===== src/rtl/trap_ctrl.sv =====
// trap_ctrl: trap sequencer and CLINT machine timer for the RV64 core.
// Takes timer interrupt / ECALL / MRET at commit, stalls and drains the
// pipeline, then writes MEPC, pulses excep_code and finally redirects + flushes.
// MEPC write and excep_code pulse sit in separate cycles because the CSR file
// gives excep_code priority over its write port.
// Optional feature: define TRAP_CTRL_VECTOR_EN to enable vectored mtvec mode
// for the timer interrupt (base + 0x1C when mtvec[1:0] == 2'b01).

`ifndef TRAP_CTRL_DEFS
`define TRAP_CTRL_DEFS
`define REG_ADDR_BUS    11:0
`define MEPC            12'h341
`define EXCEP_CODE_BUS  2:0
`define EXCEP_NONE      3'd0
`define TIME_TRAP_CODE  3'd1
`define ECALL_CODE      3'd2
`define MRET_CODE       3'd3
`endif

module trap_ctrl #(
  parameter int TICK_DIV = 1,
  parameter int XLEN     = 64
) (
  input  logic                   cpu_clk_50M,
  input  logic                   cpu_rst,
  input  logic                   commit_valid,
  input  logic [XLEN-1:0]        commit_pc,
  input  logic                   commit_ecall,
  input  logic                   commit_mret,
  input  logic                   pipe_idle,
  input  logic                   global_trap_ena,
  input  logic                   time_trap_ena,
  input  logic [XLEN-1:0]        excep_mtvec,
  input  logic [XLEN-1:0]        excep_mret_mepc,
  input  logic                   clint_we,
  input  logic                   clint_addr,
  input  logic [XLEN-1:0]        clint_wdata,
  output logic [XLEN-1:0]        clint_rdata,
  output logic                   trap_csr_we,
  output logic [`REG_ADDR_BUS]   trap_csr_waddr,
  output logic [XLEN-1:0]        trap_csr_wdata,
  output logic [`EXCEP_CODE_BUS] excep_code,
  output logic                   stall_req,
  output logic                   flush,
  output logic                   redirect_valid,
  output logic [XLEN-1:0]        redirect_pc
);

  localparam int TW = (TICK_DIV > 1) ? $clog2(TICK_DIV) : 1;
  localparam logic [TW-1:0] TICK_LAST = TW'(TICK_DIV - 1);

  typedef enum logic [2:0] {
    S_IDLE, S_DRAIN, S_WR_EPC, S_CAUSE, S_REDIRECT
  } state_t;

  state_t                  r_state, w_next;
  logic [XLEN-1:0]         r_mtime, r_mtimecmp;
  logic [TW-1:0]           r_tick;
  logic [XLEN-1:0]         r_pc;
  logic [`EXCEP_CODE_BUS]  r_cause;

  logic                    w_tick_wrap, w_timer_pend, w_irq, w_take;
  logic [XLEN-1:0]         w_base, w_trap_tgt;

  assign w_tick_wrap  = (r_tick == TICK_LAST);
  assign w_timer_pend = (r_mtime >= r_mtimecmp);
  assign w_irq        = w_timer_pend & global_trap_ena & time_trap_ena;
  assign w_take       = (r_state == S_IDLE) & commit_valid &
                        (w_irq | commit_ecall | commit_mret);

  // CLINT timer: prescaled mtime increment, software writes override the tick
  always_ff @(posedge cpu_clk_50M) begin
    if (cpu_rst) begin
      r_mtime    <= '0;
      r_mtimecmp <= '1;
      r_tick     <= '0;
    end else begin
      if (clint_we && !clint_addr) begin
        r_mtime <= clint_wdata;
        r_tick  <= '0;
      end else if (w_tick_wrap) begin
        r_mtime <= r_mtime + 1'b1;
        r_tick  <= '0;
      end else begin
        r_tick  <= r_tick + 1'b1;
      end
      if (clint_we && clint_addr)
        r_mtimecmp <= clint_wdata;
    end
  end

  assign clint_rdata = cpu_rst ? '0 : (clint_addr ? r_mtimecmp : r_mtime);

  // Capture cause and PC of the event taken in IDLE (timer wins over ECALL/MRET)
  always_ff @(posedge cpu_clk_50M) begin
    if (cpu_rst) begin
      r_pc    <= '0;
      r_cause <= `EXCEP_NONE;
    end else if (w_take) begin
      r_pc    <= commit_pc;
      r_cause <= w_irq        ? `TIME_TRAP_CODE :
                 commit_ecall ? `ECALL_CODE     : `MRET_CODE;
    end
  end

  // State register
  always_ff @(posedge cpu_clk_50M) begin
    if (cpu_rst) r_state <= S_IDLE;
    else         r_state <= w_next;
  end

  // Next-state logic; MRET skips the MEPC write
  always_comb begin
    w_next = r_state;
    case (r_state)
      S_IDLE:     if (w_take) w_next = S_DRAIN;
      S_DRAIN:    if (pipe_idle)
                    w_next = (r_cause == `MRET_CODE) ? S_CAUSE : S_WR_EPC;
      S_WR_EPC:   w_next = S_CAUSE;
      S_CAUSE:    w_next = S_REDIRECT;
      S_REDIRECT: w_next = S_IDLE;
      default:    w_next = S_IDLE;
    endcase
  end

  assign w_base = {excep_mtvec[XLEN-1:2], 2'b00};

`ifdef TRAP_CTRL_VECTOR_EN
  assign w_trap_tgt = ((excep_mtvec[1:0] == 2'b01) && (r_cause == `TIME_TRAP_CODE))
                      ? w_base + XLEN'(28) : w_base;
`else
  logic w_unused_mode;
  assign w_unused_mode = ^excep_mtvec[1:0];
  assign w_trap_tgt    = w_base;
`endif

  // Moore outputs; forced quiet while reset is asserted so no partial write escapes
  always_comb begin
    trap_csr_we    = 1'b0;
    trap_csr_waddr = '0;
    trap_csr_wdata = '0;
    excep_code     = `EXCEP_NONE;
    stall_req      = 1'b0;
    flush          = 1'b0;
    redirect_valid = 1'b0;
    redirect_pc    = '0;
    if (!cpu_rst) begin
      case (r_state)
        S_DRAIN:  stall_req = 1'b1;
        S_WR_EPC: begin
          stall_req      = 1'b1;
          trap_csr_we    = 1'b1;
          trap_csr_waddr = `MEPC;
          trap_csr_wdata = {r_pc[XLEN-1:2], 2'b00};
        end
        S_CAUSE: begin
          stall_req  = 1'b1;
          excep_code = r_cause;
        end
        S_REDIRECT: begin
          redirect_valid = 1'b1;
          flush          = 1'b1;
          redirect_pc    = (r_cause == `MRET_CODE) ? excep_mret_mepc : w_trap_tgt;
        end
        default: ;
      endcase
    end
  end

endmodule


===== config.mk =====
export PLATFORM = sky130hd
export DESIGN_NAME = trap_ctrl
export DESIGN_NICKNAME = d
export VERILOG_FILES = /design/src/rtl/trap_ctrl.sv
export SDC_FILE = /design/constraint.sdc
export NUM_CORES = 1
export LEC_CHECK = 0
export CORE_AREA = 2 2 185 187
export DETAILED_ROUTE_END_ITERATION = 8
export DIE_AREA = 0 0 187 189
export PLACE_DENSITY = 0.7
export SYNTH_ARGS = -nofsm -noshare
export SYNTH_HDL_FRONTEND = slang
export SYNTH_SLANG_ARGS = --single-unit

===== constraint.sdc =====
create_clock -name cpu_clk_50M -period 6.9 [get_ports cpu_clk_50M]
set_input_delay 1.725 -clock cpu_clk_50M [delete_from_list [all_inputs] [get_ports cpu_clk_50M]]
set_output_delay 1.725 -clock cpu_clk_50M [all_outputs]
set_load 0.01 [all_outputs]

==> results of run 1 <==
cell families after synthesis:
kind of cell | Yosys count | share of synthesized area
other | 1 | 0.0002943
and+or+nand+nor | 692 | 0.2843
DFF | 196 | 0.3080
buffers and inverters | 201 | 0.07041
AOI/OAI and AO/OA | 244 | 0.1329
adders and majority gates | 65 | 0.06383
xor gates and xnor gates | 59 | 0.04056
muxes | 127 | 0.09977
power by group through the flow:
| stage | clock (W) | sequential [W] | combinational [W] |
|---|---|---|---|
| 2_1_floorplan | 0 | 0.00129 | 0.000347 |
| 3_5_place_dp | 0 | 0.00131 | 0.000634 |
| 3_3_place_gp | 0 | 0.00131 | 0.000626 |
| 4_1_cts | 0.000978 | 0.00129 | 0.000639 |
| 6_report | 0.000955 | 0.00129 | 0.000637 |
| 5_1_grt | 0.00102 | 0.00130 | 0.000698 |
Yosys cell counts (2+ instances only):
master,instances,area (um^2)
nand2b_1,127,794.5
buf_1,10,37.54
nor2b_1,2,12.51
buf_4,18,135.1
nor4_1,4,25.02
nand4_1,21,131.4
a21oi_1,87,435.4
and4_1,8,70.07
or4_4,2,22.52
a211oi_2,2,25.02
a211o_1,64,560.5
nor2_1,147,551.8
mux2i_1,127,1271
inv_1,71,266.5
a211oi_1,52,390.4
clkbuf_1,94,352.8
or3_1,4,25.02
nand3b_1,3,22.52
and3_1,73,456.7
or2_2,2,12.51
o21a_1,3,22.52
nand2_1,176,660.6
ha_1,65,813.3
a311oi_1,4,35.03
xnor2_1,19,166.4
a21o_1,5,37.54
o2111ai_1,2,17.52
buf_6,6,67.56
nand4_4,2,42.54
dfxtp_1,196,3924
a221oi_1,4,35.03
xor2_1,40,350.3
a2111oi_0,2,17.52
nor4_4,3,63.81
nor3_1,13,65.06
nand3_1,28,140.1
nand3_2,2,20.02
and2_1,66,412.9
o21ai_0,13,65.06
sequential cells by signal, indices dropped and copies added (netlist names):
name,flops
r_mtime,64
r_mtimecmp,64
r_pc,62
r_state,3
r_cause,2
r_tick,1
stage by stage:
stage	instances	utilization	instance area [um^2]	total power [W]	setup slack (ps)
6_report	2425	0.5413	18020	0.002881	1428
5_1_grt	2423	0.5412	18010	0.003021	1298
2_1_floorplan	1596	-	12780	0.001639	2075
3_5_place_dp	2387	0.5247	17460	0.001948	1450
3_3_place_gp	2387	0.5247	17460	0.001936	1458
4_1_cts	2419	0.5409	18000	0.002905	1441
worst max-delay path, delay by kind of cell:
family	cells	cell delay (ps)
mux	1	380
simple gates	1	70
buf+inv	3	1530
area by class of cell:
class / count / area (um^2)
Timing Repair Buffer: 473 / 4726
Sequential cell: 196 / 3924
Fill cell: 3099 / 15260
Clock buffer: 19 / 432.9
Tap cell: 448 / 560.5
Inverter: 71 / 266.5
Clock inverter: 13 / 105.1
Antenna cell: 6 / 15.01
Multi-Input combinational cell: 1199 / 7986
layout by cell type (no fill, tap or decap), types with 40 or more instances in the layout:
cell type,netlist,layout
inv_1,71,71
a21oi_1,87,87
nor2_1,147,147
xor2_1,40,40
dfxtp_1,196,196
a211oi_1,52,52
and2_1,66,65
and3_1,73,73
ha_1,65,65
a211o_1,64,64
mux2i_1,127,127
clkdlybuf4s50_1,0,458
nand2_1,176,174
nand2b_1,127,126
worst max-delay path by stage:
stage | from | end | slack, ps | depth (start not counted)
2_1_floorplan | clint_addr | clint_rdata[10] | 2070 | 5
3_3_place_gp | clint_addr | clint_rdata[55] | 1460 | 5
3_5_place_dp | clint_addr | clint_rdata[55] | 1450 | 5
4_1_cts | clint_addr | clint_rdata[55] | 1440 | 5
5_1_grt | clint_addr | clint_rdata[55] | 1300 | 5
6_report | clint_addr | clint_rdata[55] | 1430 | 5
routing by layer:
layer,track usage,part of all wire
met2,0.4339,0.47
met1,0.3387,0.43
met3,0.06154,0.068
met4,0.08333,0.023
met5,0,0.00077
==> results.tsv, run 1 <==
stage	metric	value	unit
die	dieArea	35340	um^2
placed_design	port_buffers	461	
setup_path	crit_top_cell	buf_4	
finish	drive_gt1_frac	0.03653	
drt	drc	0	
yosys	synth_edf_count	0	
hold_path	worstHoldStart	r_pc[58]	
grt	overflow	0	
cts	clkSlewWorstSetupHoldPaths	70	ps
setup_path	arrival	3750	ps
sta	fin_crit	5472	ps
yosys	synth_seq_cells	196	
hold_path	hold_end	r_pc[58]	
cts	cts_buffers	17	
status	outcome	completed	
setup_path	startpoint_type	input pin	
setup_path	path_max_fanout	52	
grt	grt_antenna_before_repair	9	
drt	wl_per_cell	19.71	um
setup_path	critPathCaptureType	output pin	
finish	nets	2289	
sta	setup_viol	0	
cts	post_cts_resized	0	
pwr	p_per_area	159.9	nW/um^2
die	start_util	0.3828	
grt	grt_max_degree	197	
sta	hold_ws	471.1	ps
drt	route.antenna.remaining_nets	0	
yosys	syn_inst	1585	
setup_path	r2r_cells	10	
sta	slew_viol_final	0	
drt	viasPerCell	5.168	
pwr	power_frac_seq	0.447	
yosys	synth_ff_type	dfxtp_1	
hold_path	hold_class	register to register	
die	io_pins	477	
yosys	synth-seq-area-share	0.3080	
finish	area_delta_synth_final	41.40	%
setup_path	slowest_delay	530	ps
pwr	p_sw_frac	0.2949	
cts	clockBufferDepth	2	
grt	first_global_vias	12100	
drt	dr.pass1.iters	5	
drt	wirelength	47790	um
die	die_h	189	um
cts	cts_hold_repair.buffers	0	
pwr	p_switching	0.0008495	W
sta	period_share	0.7930	
setup_path	cp_cell_sequence	buf_4, buf_4, mux2i_1, nor2_1, clkdlybuf4s50_1	
pwr	internal_power	0.002032	W
sta	setup-tns-final	0	ps
yosys	syn-mean-instance-area	8.038	um^2
sta	worst_slew_pin_slew	1206	ps
pwr	clockPowerShare	0.331	
die	core	33280	um^2
yosys	async_flop_share	0	
setup_path	criticalPathCategory	input pin to output pin	
setup_path	r2r_setup_slack	2360	ps
pwr	vdd_drop_max	0.1797	mV
cts	clk_latency	450	ps
placed_design	post-dp-hpwl	35640	um
sta	rsz0062_at_grt	no	
grt	grt_pass1_wl	72220	um
hold_path	hold_path_depth	2	
setup_path	r2r_end	r_pc[18]	
cts	tritoncts	yes	
sta	hold_viol	0	
drt	routed-via-count	12530	
setup_path	crit_required	5180	ps
grt	grt_use_total	0.2626	
die	row_count	67	
placed_design	gp_congestion	0.9403	
cts	clockRootBuffer	clkbuf_16	
cts	cts_setup_buffers	0	
sta	fmax	182.8	MHz
setup_path	slowest_stage	buf_4	
yosys	synth_cell_type_count	57	
die	fp.dieW	187	um
cts	numClockSinks	196	
cts	h-tree-depth	4	
sta	slew_headroom	0.1959	
job	drv_cap	0	
sta	clock_skew	14.60	ps
drt	drt-initial-drc-count	983	
pwr	pwr-share-comb	0.221	
setup_path	rr_startpoint	r_mtimecmp[38]	
pwr	p_leak	7.852	nW
yosys	syn_area	12740	um^2
yosys	ys_warn_count	0	
Power figures use the tool's default switching activity.
==> inputs of run 2 (changes only) <==
==> constraint.sdc (replaced) <==
create_clock -name cpu_clk_50M -period 5.23 [get_ports cpu_clk_50M]
set_input_delay 1.3075 -clock cpu_clk_50M [delete_from_list [all_inputs] [get_ports cpu_clk_50M]]
set_output_delay 1.3075 -clock cpu_clk_50M [all_outputs]
set_load 0.01 [all_outputs]
==> run 2 against run 1 <==
Compared with the run above:
- worst setup slack got worse by 690 ps
- die area did not move
- combinational power rose by 34%
- first-iteration DRC count fell by 15%
- hold slack improved by 0.86 ps
- via count rose by 1.5%
- sequential share of layout area fell by 0.17 points
- core utilization rose by 0.41 points
- critical path depth did not move
==> results.tsv, run 2 (same netlist as run 1, synthesis figures left out) <==
stage	metric	value	unit	change
status	outcome	completed		unchanged
pwr	vdd_drop_max	0.2392	mV	was 0.1797 mV
pwr	power.total	0.003965	W	was 0.002881 W
drt	route.antenna.remaining_nets	0		unchanged
sta	setup-tns-final	0	ps	unchanged
drt	viasPerCell	5.243		was 5.168
finish	layout.cells.most_common	clkdlybuf4s50_1		unchanged
drt	drt-initial-drc-count	831		was 983
sta	setup_viol	0		unchanged
sta	rsz0062_at_grt	no		unchanged
drt	dr.pass1.iters	5		unchanged
pwr	clockPowerShare	0.356		was 0.331
sta	period_share	0.8593		
grt	first_global_vias	12170		was 12100
sta	fin_crit	4494	ps	
pwr	power_frac_seq	0.429		was 0.447
grt	grt_pass1_wl	72650	um	was 72220 um
drt	wl_per_cell	20.04	um	was 19.71 um
grt	grt_max_degree	125		was 197
placed_design	port_buffers	461		unchanged
pwr	p_per_area	218.4	nW/um^2	was 159.9 nW/um^2
sta	fmax	222.5	MHz	
job	drv_cap	0		unchanged
setup_path	cp_cell_sequence	buf_4, buf_12, mux2i_1, nor2_1, clkdlybuf4s50_1		was buf_4, buf_4, mux2i_1, nor2_1, clkdlybuf4s50_1
finish	drive_gt1_frac	0.03901		was 0.03653
die	row_count	67		unchanged
grt	grt_antenna_before_repair	5		was 9
pwr	p_switching	0.001159	W	was 0.0008495 W
die	die_h	189	um	unchanged
cts	clockBufferDepth	2		unchanged
setup_path	slowest_stage	buf_4		unchanged
sta	clock_skew	20.67	ps	was 14.60 ps
cts	cts_buffers	17		unchanged
grt	grt_use_total	0.2632		was 0.2626
sta	worst_slew_pin_slew	1206	ps	about the same
finish	area_delta_synth_final	42.48	%	was 41.40%
hold_path	hold_class	register to register		unchanged
setup_path	cp_num_buf_inv	3		unchanged
die	core	33280	um^2	unchanged
die	io_pins	477		unchanged
cts	tritoncts	yes		unchanged
die	start_util	0.3828		unchanged
placed_design	post-dp-hpwl	35950	um	was 35640 um
setup_path	criticalPathCategory	input pin to output pin		unchanged
setup_path	slowest_delay	630	ps	was 530 ps
pwr	internal_power	0.002805	W	was 0.002032 W
drt	routed-via-count	12720		was 12530
cts	clk_latency	450	ps	about the same
setup_path	critPathCaptureType	output pin		unchanged
placed_design	gp_congestion	0.9437		was 0.9403
sta	slew_viol_final	0		unchanged
cts	h-tree-depth	4		unchanged
grt	overflow	0		unchanged
finish	layout_common_cells	458 x clkdlybuf4s50_1, 196 x dfxtp_1, 174 x nand2_1		unchanged
cts	clkSlewWorstSetupHoldPaths	60	ps	was 70 ps
pwr	p_leak	7.921	nW	was 7.852 nW
die	fp.dieW	187	um	unchanged
finish	fin_util	0.5455		was 0.5413
cts	numClockSinks	196		unchanged
cts	clockRootBuffer	clkbuf_16		unchanged
drt	drc	0		unchanged
pwr	pwr-share-comb	0.215		was 0.221
drt	wirelength	48610	um	was 47790 um
setup_path	path_max_fanout	57		was 52
sta	slew_headroom	0.1935		was 0.1959
setup_path	startpoint_type	input pin		unchanged
setup_path	arrival	3190	ps	was 3750 ps
sta	hold_viol	0		unchanged
pwr	p_sw_frac	0.2924		was 0.2949
setup_path	crit_required	3920	ps	was 5180 ps
die	dieArea	35340	um^2	unchanged
finish	nets	2292		was 2289
cts	cts_setup_buffers	0		unchanged
setup_path	crit_family	buffers and inverters		unchanged
cts	cts_hold_repair.buffers	0		unchanged
cts	post_cts_resized	0		unchanged
finish	largestRegisters	r_mtime: 64 flops, r_mtimecmp: 64 flops, r_pc: 62 flops		unchanged
[run 2: cell types whose count changed in the layout (fill, tap and decap cells not counted), sizes merged]
cell,delta
clkinvlp,-1
diode,-2
buf,+3
inv,+3
clkbuf,-1
clkinv,-3
bufinv,+2
[run 2: cell type report]
class                   count  area (um^2)
repair buffers            476         4798
multi-input cells        1199         7986
clock inverters            14        168.9
fillers                  3139        15130
well taps                 448        560.5
flip-flops and latches    196         3924
inverters                  71        266.5
diodes                      4        10.01
clock buffers              18        439.2
[run 2: routing by layer]
metal / global-route usage / up-vias / routed length, um
met5: 0 / - / 24
met4: 0.07448 / 4 / 1123
met3: 0.06339 / 53 / 3330
met1: 0.3333 / 6081 / 20810
li1: - / 6155 / -
met2: 0.4458 / 427 / 23320
[run 2: final timing paths]
kind                           to            from  slack, ps  depth (start not counted)
setup / recovery  clint_rdata[55]      clint_addr        740                          5
hold / removal           r_pc[59]        r_pc[59]        470                          2
setup reg to reg         r_pc[30]  r_mtimecmp[38]       1180                         10
hold reg to reg          r_pc[59]        r_pc[59]        470                          2
[run 2: power by group through the flow]
stage                     clock (W)  combinational (W)  sequential [W]
after detailed placement          0           0.000845         0.00173
after CTS                   0.00144           0.000854         0.00170
after global routing        0.00148           0.000928         0.00172
final                       0.00141           0.000851         0.00170
after floorplan                   0           0.000458         0.00170
after global placement            0           0.000834         0.00173
[run 2: stage by stage]
stage	setup slack (ps)	cell area [um^2]	hold WS, ps	cells
final	735.9	18150	472.0	2426
after global routing	651.8	18150	485.5	2424
after CTS	752.9	18140	475.1	2422
after detailed placement	764.3	17540	456.6	2390
after global placement	756.2	17540	454.6	2390
after floorplan	1240	12780	444.1	1596
[run 2: worst reg2reg max path, delay by kind of cell (launching register included)]
kind                     cells  cell delay [ps]
adder cells (fa/ha/maj)      1              310
multiplexers                 1              310
flip-flops                   1              370
buffers and inverters        2              460
AO/OA/AOI/OAI                3             1330
AND/OR/NAND/NOR              3             1200
==> inputs of run 3 (changes only) <==
--- a/config.mk
+++ b/config.mk
@@ -5,10 +5,11 @@
 export SDC_FILE = /design/constraint.sdc
 export NUM_CORES = 1
 export LEC_CHECK = 0
+export ABC_AREA = 1
 export CORE_AREA = 2 2 185 187
 export DETAILED_ROUTE_END_ITERATION = 8
 export DIE_AREA = 0 0 187 189
-export PLACE_DENSITY = 0.7
+export PLACE_DENSITY = 0.72
 export SYNTH_ARGS = -nofsm -noshare
 export SYNTH_HDL_FRONTEND = slang
 export SYNTH_SLANG_ARGS = --single-unit
==> run 3 against run 2 <==
Compared with the run above:
- final cell count up 23%
- global-route usage up 3.3 points
- combinational power up 7.9%
- largest cell class unchanged
- largest power group unchanged
==> results.tsv, run 3 <==
stage	metric	value	unit	change
finish	n_fill_cell	3266		was 3139
yosys	yosys-top-cells-count	422 x nor2_1, 397 x nand2_1, 220 x inv_1		was 196 x dfxtp_1, 176 x nand2_1, 147 x nor2_1
die	row_count	67		unchanged
sta	slew_viol_final	0		unchanged
placed_design	port_buffers	461		unchanged
hold_path	hold_class	register to register		unchanged
yosys	synth_ff_type	dfxtp_1		unchanged
drt	routed-via-count	15670		was 12720
die	start_util	0.4049		was 0.3828
cts	cts_hold_repair.buffers	0		unchanged
cts	clockRootBuffer	clkbuf_16		unchanged
drt	route.antenna.remaining_nets	0		unchanged
die	core	33280	um^2	unchanged
yosys	yosys.cell_count.top_type	nor2_1		was dfxtp_1
sta	setup-tns-final	0	ps	unchanged
yosys	ys_warn_count	0		unchanged
yosys	yosysTopAreaCell	dfxtp_1		unchanged
finish	layout.cells.most_common	clkdlybuf4s50_1		unchanged
finish	largestRegisters	r_mtime: 64 flops, r_mtimecmp: 64 flops, r_pc: 62 flops		unchanged
sta	rsz0062_at_grt	no		unchanged
cts	clkSlewWorstSetupHoldPaths	70	ps	was 60 ps
sta	period_share	0.8875		was 0.8593
finish	drive_gt1_frac	0.03586		was 0.03901
yosys	synthDominantCellAreaShare	0.2912		was 0.3080
drt	dr.pass1.iters	6		was 5
grt	grt_antenna_before_repair	10		was 5
grt	grt_pass1_wl	82810	um	was 72650 um
setup_path	crit_required	3920	ps	about the same
setup_path	path_max_fanout	66		was 57
yosys	synthTopCellsByArea	dfxtp_1 29%, nor2_1 12%, nand2_1 11%, o21ai_0 6.8%, inv_1 6.1%		was dfxtp_1 31%, mux2i_1 10%, ha_1 6.4%, nand2b_1 6.2%, nand2_1 5.2%
cts	clk_latency	460	ps	was 450 ps
setup_path	startpoint_type	input pin		unchanged
finish	area_delta_synth_final	39.27	%	was 42.48%
yosys	synth_edf_count	0		unchanged
placed_design	gp_congestion	0.9526		was 0.9437
status	outcome	completed		unchanged
drt	wirelength	54260	um	was 48610 um
die	dieArea	35340	um^2	unchanged
pwr	power.total	0.003952	W	was 0.003965 W
cts	numClockSinks	196		unchanged
cts	cts_setup_buffers	0		unchanged
drt	wl_per_cell	18.15	um	was 20.04 um
finish	layout_common_cells	459 x clkdlybuf4s50_1, 421 x nor2_1, 395 x nand2_1		was 458 x clkdlybuf4s50_1, 196 x dfxtp_1, 174 x nand2_1
setup_path	r2r_setup_slack	1920	ps	was 1180 ps
pwr	p_leak	8.109	nW	was 7.921 nW
grt	grt_use_total	0.2963		was 0.2632
cts	clockBufferDepth	2		unchanged
grt	first_global_vias	14580		was 12170
cts	tritoncts	yes		unchanged
sta	setup_viol	0		unchanged
drt	viasPerCell	5.240		was 5.243
die	fp.dieW	187	um	unchanged
sta	fin_crit	4642	ps	was 4494 ps
yosys	syn-mean-instance-area	6.244	um^2	was 8.038 um^2
sta	worst_slew_pin_slew	1155	ps	was 1206 ps
cts	h-tree-depth	4		unchanged
yosys	async_flop_share	0		unchanged
yosys	syn_area	13480	um^2	was 12740 um^2
placed_design	post-dp-hpwl	42150	um	was 35950 um
pwr	p_per_area	210.6	nW/um^2	was 218.4 nW/um^2
die	io_pins	477		unchanged
grt	grt_max_degree	202		was 125
setup_path	criticalPathCategory	input pin to output pin		unchanged
setup_path	critPathCaptureType	output pin		unchanged
sta	slew_headroom	0.2255		was 0.1935
yosys	syn_inst	2158		was 1585
grt	overflow	0		unchanged
job	drv_cap	0		unchanged
sta	clock_skew	16.28	ps	was 20.67 ps
sta	fmax	215.4	MHz	was 222.5 MHz
drt	drt-initial-drc-count	1425		was 831
setup_path	arrival	3330	ps	was 3190 ps
drt	drc	0		unchanged
yosys	synth_cell_type_count	50		was 57
finish	nets	2856		was 2292
yosys	synth_seq_cells	196		unchanged
pwr	vdd_drop_max	0.2326	mV	was 0.2392 mV
yosys	synth-seq-area-share	0.2912		was 0.3080
die	die_h	189	um	unchanged
cts	post_cts_resized	0		unchanged
cts	cts_buffers	17		unchanged
sta	hold_viol	0		unchanged
==> run 3: logic make-up after synthesis <==
kind of cell               after synthesis  synth area share
DFF                                    196            0.2912
adders and majority gates               65           0.06035
buffers and inverters                  370            0.1145
and+or+nand+nor                        995            0.3070
other                                    1         0.0002783
xor gates and xnor gates                27           0.01755
AOI/OAI and AO/OA                      504            0.2092
==> run 3: through the flow <==
step | setup WS (ps) | area, um^2 | hold slack [ps] | utilization | instances
floorplan | 1440 | 13520 | 454.3 | - | 2169
global placement | 641.8 | 18190 | 463.1 | 0.5464 | 2954
detailed placement | 582.8 | 18190 | 472.4 | 0.5464 | 2954
CTS | 576.1 | 18760 | 489.3 | 0.5636 | 2986
global route | 380.2 | 18770 | 507.3 | 0.5639 | 2990
finish | 588.3 | 18770 | 486.2 | 0.5639 | 2990
==> run 3: worst max-delay path, stage by stage <==
cell,delay (ps)
buf_4,100
buf_4,510
buf_4,670
nor2_1,140
clkdlybuf4s50_1,560
==> run 3: cell type report <==
class,instances,area (um^2),share of cell area
inverters,227,857.1,0.04567
clock inverters,14,141.4,0.007534
well taps,448,560.5,0.02987
flip-flops and latches,196,3924,0.2091
diodes,4,10.01,0.0005334
multi-input cells,1603,8068,0.4299
clock buffers,18,429.2,0.02287
repair buffers,480,4777,0.2546
==> run 3: worst paths after layout <==
check                                           to         from  cells after the start
worst min-delay path                      r_pc[53]     r_pc[53]                      2
worst max-delay path            trap_csr_wdata[41]      cpu_rst                      5
worst max register to register          r_cause[0]  r_mtime[63]                     15
worst min register to register            r_pc[53]     r_pc[53]                      2
==> run 3: routing by layer <==
metal,track usage,share of wire,vias to the layer above
met2,0.4580,0.44,653
li1,-,-,7776
met3,0.08675,0.096,85
met5,0,0.0016,-
met1,0.3980,0.44,7143
met4,0.09066,0.024,12
==> run 3: power breakdown <==
part / switching (W) / internal (W)
clock network: 0.000675 / 0.000634
registers: 0.000106 / 0.00162
logic: 0.000480 / 0.000438
